==> config.mk <==
export PLATFORM = sky130hd
export DESIGN_NAME = decode_shadow_ctrl
export DESIGN_NICKNAME = d
export VERILOG_FILES = /design/src/rtl/decode_shadow_ctrl.sv
export SDC_FILE = /design/constraint.sdc
export NUM_CORES = 1
export LEC_CHECK = 0
export ABC_AREA = 0
export CAP_MARGIN = 25
export CORE_MARGIN = 1.5
export CORE_UTILIZATION = 35
export CTS_BUF_LIST = sky130_fd_sc_hd__clkbuf_4
export CTS_CLUSTER_SIZE = 8
export DETAILED_ROUTE_END_ITERATION = 16
export HOLD_SLACK_MARGIN = 0.08
export PLACE_DENSITY = 0.75
export SLEW_MARGIN = 10
export SYNTH_ARGS = -nofsm -noshare
export SYNTH_HDL_FRONTEND = slang
export SYNTH_SLANG_ARGS = --single-unit
==> constraint.sdc <==
create_clock -name clk -period 3.16 [get_ports clk]
set_input_delay 0.474 -clock clk [delete_from_list [all_inputs] [get_ports clk]]
set_output_delay 0.474 -clock clk [all_outputs]
set_load 0.01 [all_outputs]
==> src/rtl/decode_shadow_ctrl.sv <==
// Decode-stage instruction register and short-forward-branch shadow sequencer.
// Tracks how many instructions after an eligible branch fall in its shadow.
module decode_shadow_ctrl #(
    parameter int MAX_SHADOW = 4
) (
    input  logic        clk,
    input  logic        rst_n,
    input  logic        flush,
    input  logic        f_valid,
    input  logic [31:0] f_instr,
    input  logic [31:0] f_pc,
    output logic        f_ready,
    output logic        d_valid,
    input  logic        d_ready,
    output logic [31:0] d_instr,
    output logic [31:0] d_pc,
    input  logic        dec_cond_branch,
    input  logic        dec_shadowable,
    output logic        d_under_shadow,
    output logic        d_sfo_open,
    output logic        sfo_cancel,
    output logic        dbg_state
);

    localparam int          CW      = $clog2(MAX_SHADOW + 1);
    localparam logic [12:0] OFF_MIN = 13'd8;
    localparam logic [12:0] OFF_MAX = 13'(4 * (MAX_SHADOW + 1));
    localparam logic [31:0] NOP     = 32'h0000_0013;

    typedef enum logic {
        ST_IDLE   = 1'b0,
        ST_SHADOW = 1'b1
    } state_t;

    state_t        state_q, state_d;
    logic [CW-1:0] cnt_q, cnt_d;
    logic          load;
    logic          handoff;
    logic [12:0]   off;
    logic          sfo_eligible;
    logic [CW-1:0] win_len;

    // Handshakes: a transfer happens on a side exactly when its valid and ready
    // are both high at the rising edge; valid never depends on ready.
    assign f_ready = rst_n & ~flush & (~d_valid | d_ready);
    assign load    = f_valid & f_ready;
    assign handoff = d_valid & d_ready;

    always_ff @(posedge clk) begin
        if (!rst_n) begin
            d_valid <= 1'b0;
            d_instr <= NOP;
            d_pc    <= '0;
        end else if (flush) begin
            d_valid <= 1'b0;
        end else if (load) begin
            d_valid <= 1'b1;
            d_instr <= f_instr;
            d_pc    <= f_pc;
        end else if (handoff) begin
            d_valid <= 1'b0;
        end
    end

    // B-type immediate; bit 31 clear restricts eligibility to forward branches.
    always_comb begin
        off          = {d_instr[31], d_instr[7], d_instr[30:25], d_instr[11:8], 1'b0};
        sfo_eligible = dec_cond_branch & ~d_instr[31] & (off >= OFF_MIN) & (off <= OFF_MAX);
        win_len      = CW'(off[12:2] - 11'd1);
    end

    always_ff @(posedge clk) begin
        if (!rst_n) begin
            state_q <= ST_IDLE;
            cnt_q   <= '0;
        end else begin
            state_q <= state_d;
            cnt_q   <= cnt_d;
        end
    end

    always_comb begin
        state_d = state_q;
        cnt_d   = cnt_q;
        if (flush) begin
            state_d = ST_IDLE;
            cnt_d   = '0;
        end else if (handoff) begin
            unique case (state_q)
                ST_IDLE: begin
                    if (sfo_eligible) begin
                        state_d = ST_SHADOW;
                        cnt_d   = win_len;
                    end
                end
                ST_SHADOW: begin
                    // Last shadowed slot or a non-shadowable instruction closes the window.
                    if (dec_shadowable && (cnt_q != CW'(1))) begin
                        cnt_d = cnt_q - CW'(1);
                    end else begin
                        state_d = ST_IDLE;
                        cnt_d   = '0;
                    end
                end
                default: begin
                    state_d = ST_IDLE;
                    cnt_d   = '0;
                end
            endcase
        end
    end

    always_comb begin
        d_under_shadow = d_valid & (state_q == ST_SHADOW);
        d_sfo_open     = d_valid & (state_q == ST_IDLE) & sfo_eligible;
        sfo_cancel     = handoff & (state_q == ST_SHADOW) & ~dec_shadowable;
        dbg_state      = state_q;
    end

endmodule

==> impl_results.md, run 1 <==
- Via count: 2,306
- Largest net degree at the start of global routing: 65
- Netlist Area Pre-Place: 2910 µm²
- Static leakage: 1.97 nW
- Instance count of the mapped netlist: 264
- TritonCTS Buffers: 9
- GRT Overall Usage: 15.4%
- H-Tree Depth: 3
- Sum Neg Setup Slack: 0 ns
- CTS Sinks: 69
- Worst-path clk slew: 0.10 ns
- Power density cells: 373 nW/µm²
- Sequential fraction of the synthesis area: 47.5%
- Worst Clk Skew: 0.0136 ns
- Std-Cell Rows: 33
- DR pass1 iterations: 4
- Root Buffer: clkbuf_4
- Critical path's most frequent cell: clkdlybuf4s50_1
- CTS Hold Bufs: 0
- Slew Limit Fails: 0
- Slowest stage delay, CP: 0.54 ns
- Final HPWL DP: 4.85 mm
- Data required, critical path: 2.69 ns
- Fin crit share: 82.9%
- Vias in the first global route: 2,313
- Startpoint Class: input pin
- Yosys warns: 0
- F_max: 0.382 GHz
- Setup Buffers After CTS: 0
- IO Pins: 141
- Slew Limit Headroom: 66.1%
- Starting Density: 35.7%
- Critical path arrival: 2.15 ns
- CTS tree: yes
- Drt wl/cell: 13.0 µm
- Placer Congestion: 0.832
- Hold WC Path Type: input pin to flip-flop
- Post-layout min period: 2.62 ns
- Crit path kind: input pin to output pin
- Core Box Area: 8130 µm²
- RSZ-0062 raised after global routing: no
- Die height: 94.1 µm
- Cell Chain, Critical Path: clkdlybuf4s50_1, nor4b_2, and3_1, nand3_1, nor2_1, clkdlybuf4s50_1
- Worst slew pin tran: 0.509 ns
- Yosys cell types: 36
- CP Capture Type: output pin
- First-pass GRT wire length: 10.5 mm
- Net count reported at finish: 479
- Max VDD drop: 0.183 mV
- Drt drc: 0
- Antenna violations before repair: 0
- Initial drt markers: 63
- Final Instance Area: 4460 µm²
- Buffers on Ports: 140
- GRT overflow: 0
- Most frequent cells in the layout: 139 x clkdlybuf4s50_1, 69 x dfxtp_1, 64 x nor2b_1, 64 x mux2i_1, 11 x clkbuf_4
- Area grow syn2layout: 53.6%
- Max Fanout on Critical Path: 3
- Outcome: completed
- Cts repair resizes: 0
- N_diodes: 0
- Final setup fails: 0
- Share of cells above drive strength 1: 6.36%
- Total Wirelength: 6.70 mm
- ANT nets after route: 0
- Commonest non-fill, non-tap cell in the layout: clkdlybuf4s50_1
- Placed cell area: 4350 µm²
- CTS max path bufs: 2
- Die area: 8860 µm²
- Mean Syn Cell Area: 11.0 µm²
- Vias/cell: 4.49
- Clock Latency Late Sink: 0.41 ns
- Number of synthesized register bits: 69
- Max_cap viols: 0
- Hold Violations, Final: 0
- Synth Net Count: 339
- Max stage delay cell, worst path: clkdlybuf4s50_1
- Die Wd: 94.1 µm
==> routing by layer <==
metal	wire length [µm]	up-vias	global-route usage, %
met5	0	-	0
met4	129	0	6.34
met3	478	12	5.42
met2	3210	75	26.9
met1	2880	1038	16.8
li1	-	1181	-
==> worst max-delay path: cells and delay by family <==
kind / cells / cell delay [ns]
buffers and inverters: 2 / 0.99
AND/OR/NAND/NOR: 4 / 0.68
==> logic make-up after synthesis <==
kind of cell | synth area share, %
buf+inv | 5.17
mux | 22.0
simple gates | 19.0
fa+ha+maj | 1.72
xor+xnor | 0.301
compound gates | 4.22
flops | 47.5
==> worst paths after layout <==
kind,startpoint,endpoint,slack [ns],depth (start not counted)
setup / recovery,dec_cond_branch,d_sfo_open,0.54,6
hold / removal,rst_n,d_valid$_SDFFE_PP0P_,0.38,3
setup reg to reg,d_valid$_SDFFE_PP0P_,d_pc[24]$_SDFFE_PN0P_,1.50,5
hold reg to reg,d_instr[1]$_SDFFE_PN1P_,d_instr[1]$_SDFFE_PN1P_,0.49,2
==> layout make-up <==
class,count,area (µm²)
Fill cell,731,3670
Timing Repair Buffer,143,1440
Sequential cell,69,1380
Multi-Input combinational cell,175,1380
Tap cell,105,131
Clock buffer,11,82.6
Clock inverter,5,27.5
Inverter,6,22.5
==> sequential cells by signal, summed over array words and instances (netlist names) <==
register	count
d_instr	32
d_pc	32
cnt_q	3
d_valid	1
dbg_state	1
==> report_power, final <==
part | leakage, nW | internal, W | switching, W
logic | 1.35 | 0.000179 | 0.0000926
clock network | 0.0664 | 0.000174 | 0.000304
registers | 0.561 | 0.000898 | 0.0000165
total | 1.97 | 0.00125 | 0.000413
==> cells in the mapped netlist <==
library cell	instances	area [µm²]
a211o_1	1	8.76
a211oi_1	4	30.0
a21o_1	1	7.51
a21oi_1	1	5.00
a2bb2oi_1	1	8.76
a31oi_1	2	12.5
a32o_2	1	11.3
and2_1	1	6.26
and3_1	1	6.26
and3_2	1	7.51
and4_1	1	8.76
buf_6	1	11.3
buf_8	6	90.1
clkbuf_1	7	26.3
dfxtp_1	69	1380
ha_1	4	50.1
inv_1	6	22.5
mux2i_1	64	641
nand2_1	4	15.0
nand2_2	1	6.26
nand2b_2	1	8.76
nand3_1	1	5.00
nand3b_1	1	7.51
nor2_1	6	22.5
nor2b_1	64	400
nor2b_2	1	8.76
nor3_1	1	5.00
nor3b_1	1	7.51
nor4b_2	1	15.0
o21a_1	1	7.51
o21ai_0	3	15.0
o22a_1	1	8.76
o31ai_1	1	7.51
or2_1	2	12.5
or4b_1	1	10.0
xor2_1	1	8.76
==> stage by stage <==
stage | hold WS [ns] | util (%) | worst slack (ns) | total power [W] | instances
detailed placement | 0.463 | 53.5 | 0.547 | 0.00121 | 498
CTS | 0.355 | 54.9 | 0.524 | 0.00169 | 514
global placement | 0.457 | 53.5 | 0.549 | 0.00120 | 498
global route | 0.365 | 54.9 | 0.360 | 0.00176 | 514
floorplan | 0.488 | - | 1.54 | 0.00105 | 264
finish | 0.377 | 54.9 | 0.539 | 0.00166 | 514
Power figures use the tool's default switching activity.
==> inputs of run 2 (changes only) <==
Settings changed: PLACE_DENSITY 0.75 to 0.78.
Clock period 3.16 ns to 2.2 ns, I/O delays scaled along.
==> run 2 against run 1 <==
Net effect: sequential power is 43% higher; combinational power is 48% higher; cell count is 0.97% higher; sequential cell count stayed put; routed wire length is 3.1% higher; critical endpoint is now sfo_cancel.
==> impl_results.md, run 2 (same netlist as run 1, synthesis figures left out) <==
- Outcome: completed
- Vias in the first global route: 2,323
- Combinational share of power: 15.0%
- Worst slew pin tran: 0.331 ns
- Vias/cell: 4.50
- Via count: 2,333
- Total Wirelength: 6.91 mm
- GRT overflow: 0
- Worst-path clk slew: 0.11 ns
- Share of cells above drive strength 1: 8.70%
- Internal: 0.00204 W
- F_max: 0.482 GHz
- Final HPWL DP: 4.98 mm
- Area grow syn2layout: 57.0%
- CP Capture Type: output pin
- Final Instance Area: 4560 µm²
- N_diodes: 0
- Top Registers: d_instr (32), d_pc (32), cnt_q (3)
- CTS Sinks: 69
- Max Fanout on Critical Path: 3
- Post-layout min period: 2.08 ns
- Antenna violations before repair: 0
- Hold slack: 0.278 ns
- Crit path kind: input pin to output pin
- Switch Pwr: 0.000618 W
- Die area: 8860 µm²
- Place WS: -0.147 ns
- Most frequent cells in the layout: 138 x clkdlybuf4s50_1, 66 x dfxtp_1, 64 x nor2b_1, 64 x mux2i_1, 11 x clkbuf_4
- Net count reported at finish: 484
- Largest net degree at the start of global routing: 44
- Hold Violations, Final: 0
- Clock Latency Late Sink: 0.40 ns
- Power density cells: 584 nW/µm²
- Fill cells: 740
- Fin crit share: 94.4%
- Hold Path Stages: 3
- Clock power frac: 35.6%
- Static leakage: 2.02 nW
- Non-filler cells, final: 519
- Slowest stage delay, CP: 0.56 ns
- Core Box Area: 8130 µm²
- Switching share of power: 23.2%
- Cell Chain, Critical Path: clkdlybuf4s50_1, and2_1, nor3b_1, clkdlybuf4s50_1
- ANT nets after route: 0
- Slew Limit Fails: 0
- Sequential Power Share: 49.3%
- Placer Congestion: 0.872
- Drt drc: 0
- CTS Hold Bufs: 0
- Max stage delay cell, worst path: clkdlybuf4s50_1
- Initial drt markers: 44
- Data required, critical path: 1.87 ns
- Critical path arrival: 1.75 ns
- Buffers on Ports: 140
- Startpoint Class: input pin
- CTS tree: yes
- Slew Limit Headroom: 77.9%
- Starting Density: 35.7%
- CTS max path bufs: 2
- Root Buffer: clkbuf_4
- Final setup fails: 0
- Std-Cell Rows: 33
- Critical path's most frequent cell: clkdlybuf4s50_1
- H-Tree Depth: 3
- Drt wl/cell: 13.3 µm
- Commonest non-fill, non-tap cell in the layout: clkdlybuf4s50_1
- Fin worst setup slack: 0.123 ns
- Worst Clk Skew: 0.0141 ns
- Hold WC Path Type: input pin to flip-flop
- Max VDD drop: 0.264 mV
- R2R depth: 8
- RSZ-0062 raised after global routing: no
- IO Pins: 141
- Sum Neg Setup Slack: 0 ns
- DR pass1 iterations: 4
- Die height: 94.1 µm
- GRT Overall Usage: 15.6%
- Die Wd: 94.1 µm
- Placed cells: 501
- First-pass GRT wire length: 10.7 mm
- TritonCTS Buffers: 9
- Max_cap viols: 0
- Placed cell area: 4380 µm²
[run 2: cell types whose count changed in the layout (fill, tap and decap cells not counted)]
cell             delta
buf_4               +5
clkinv_2            -4
dfxtp_1             -3
dfxtp_2             +3
bufinv_16           +2
clkinv_4            +2
clkbuf_2            +1
clkdlybuf4s50_1     -1
nor3_1              -1
nor3_2              +1
[run 2: worst paths after layout]
path | start | end | slack (ns)
worst min register to register | d_instr[4]$_SDFFE_PN1P_ | d_instr[4]$_SDFFE_PN1P_ | 0.49
worst min-delay path | rst_n | d_valid$_SDFFE_PP0P_ | 0.28
worst max-delay path | d_ready | sfo_cancel | 0.12
worst max register to register | d_instr[10]$_SDFFE_PN0P_ | cnt_q[2]$_SDFFE_PP0P_ | 0.48
[run 2: area by class of cell]
class | instances | area (µm²) | area share [%]
Timing Repair Buffer | 148 | 1480 | 32.4
Sequential cell | 69 | 1390 | 30.4
Multi-Input combinational cell | 175 | 1380 | 30.2
Tap cell | 105 | 131 | 2.88
Clock inverter | 5 | 85.1 | 1.86
Clock buffer | 11 | 82.6 | 1.81
Inverter | 6 | 22.5 | 0.494
[run 2: metal layers]
metal  vias up  wire [µm]  global-route usage, %
li1       1188          -                      -
met1      1065       2910                   17.5
met2        72       3450                   27.3
met3         8        475                   5.74
met4         0         70                   5.35
met5         -          0                      0
[run 2: timing repair]
action	4_1_cts	5_1_grt
pin swaps	1	0
endpoints found under the setup margin	1	2
buffers inserted	1	1
resized for setup	3	4
[run 2: power groups by stage]
| stage | combinational, W | clock, W | sequential (W) |
|---|---|---|---|
| 2_1_floorplan | 0.000150 | 0 | 0.00136 |
| 3_3_place_gp | 0.000394 | 0 | 0.00134 |
| 3_5_place_dp | 0.000398 | 0 | 0.00134 |
| 4_1_cts | 0.000403 | 0.00100 | 0.00131 |
| 5_1_grt | 0.000431 | 0.00105 | 0.00132 |
| 6_report | 0.000400 | 0.000949 | 0.00131 |
[run 2: worst max-delay path, delay by kind of cell]
| family | cells | cell delay [ns] |
|---|---|---|
| buffers and inverters | 2 | 1.08 |
| and+or+nand+nor | 2 | 0.34 |
[run 2: metrics by stage]
step | power [W] | utilization, %
2_1_floorplan | 0.00151 | -
3_3_place_gp | 0.00173 | 53.8
3_5_place_dp | 0.00174 | 53.8
4_1_cts | 0.00272 | 56.0
5_1_grt | 0.00280 | 56.1
6_report | 0.00266 | 56.1
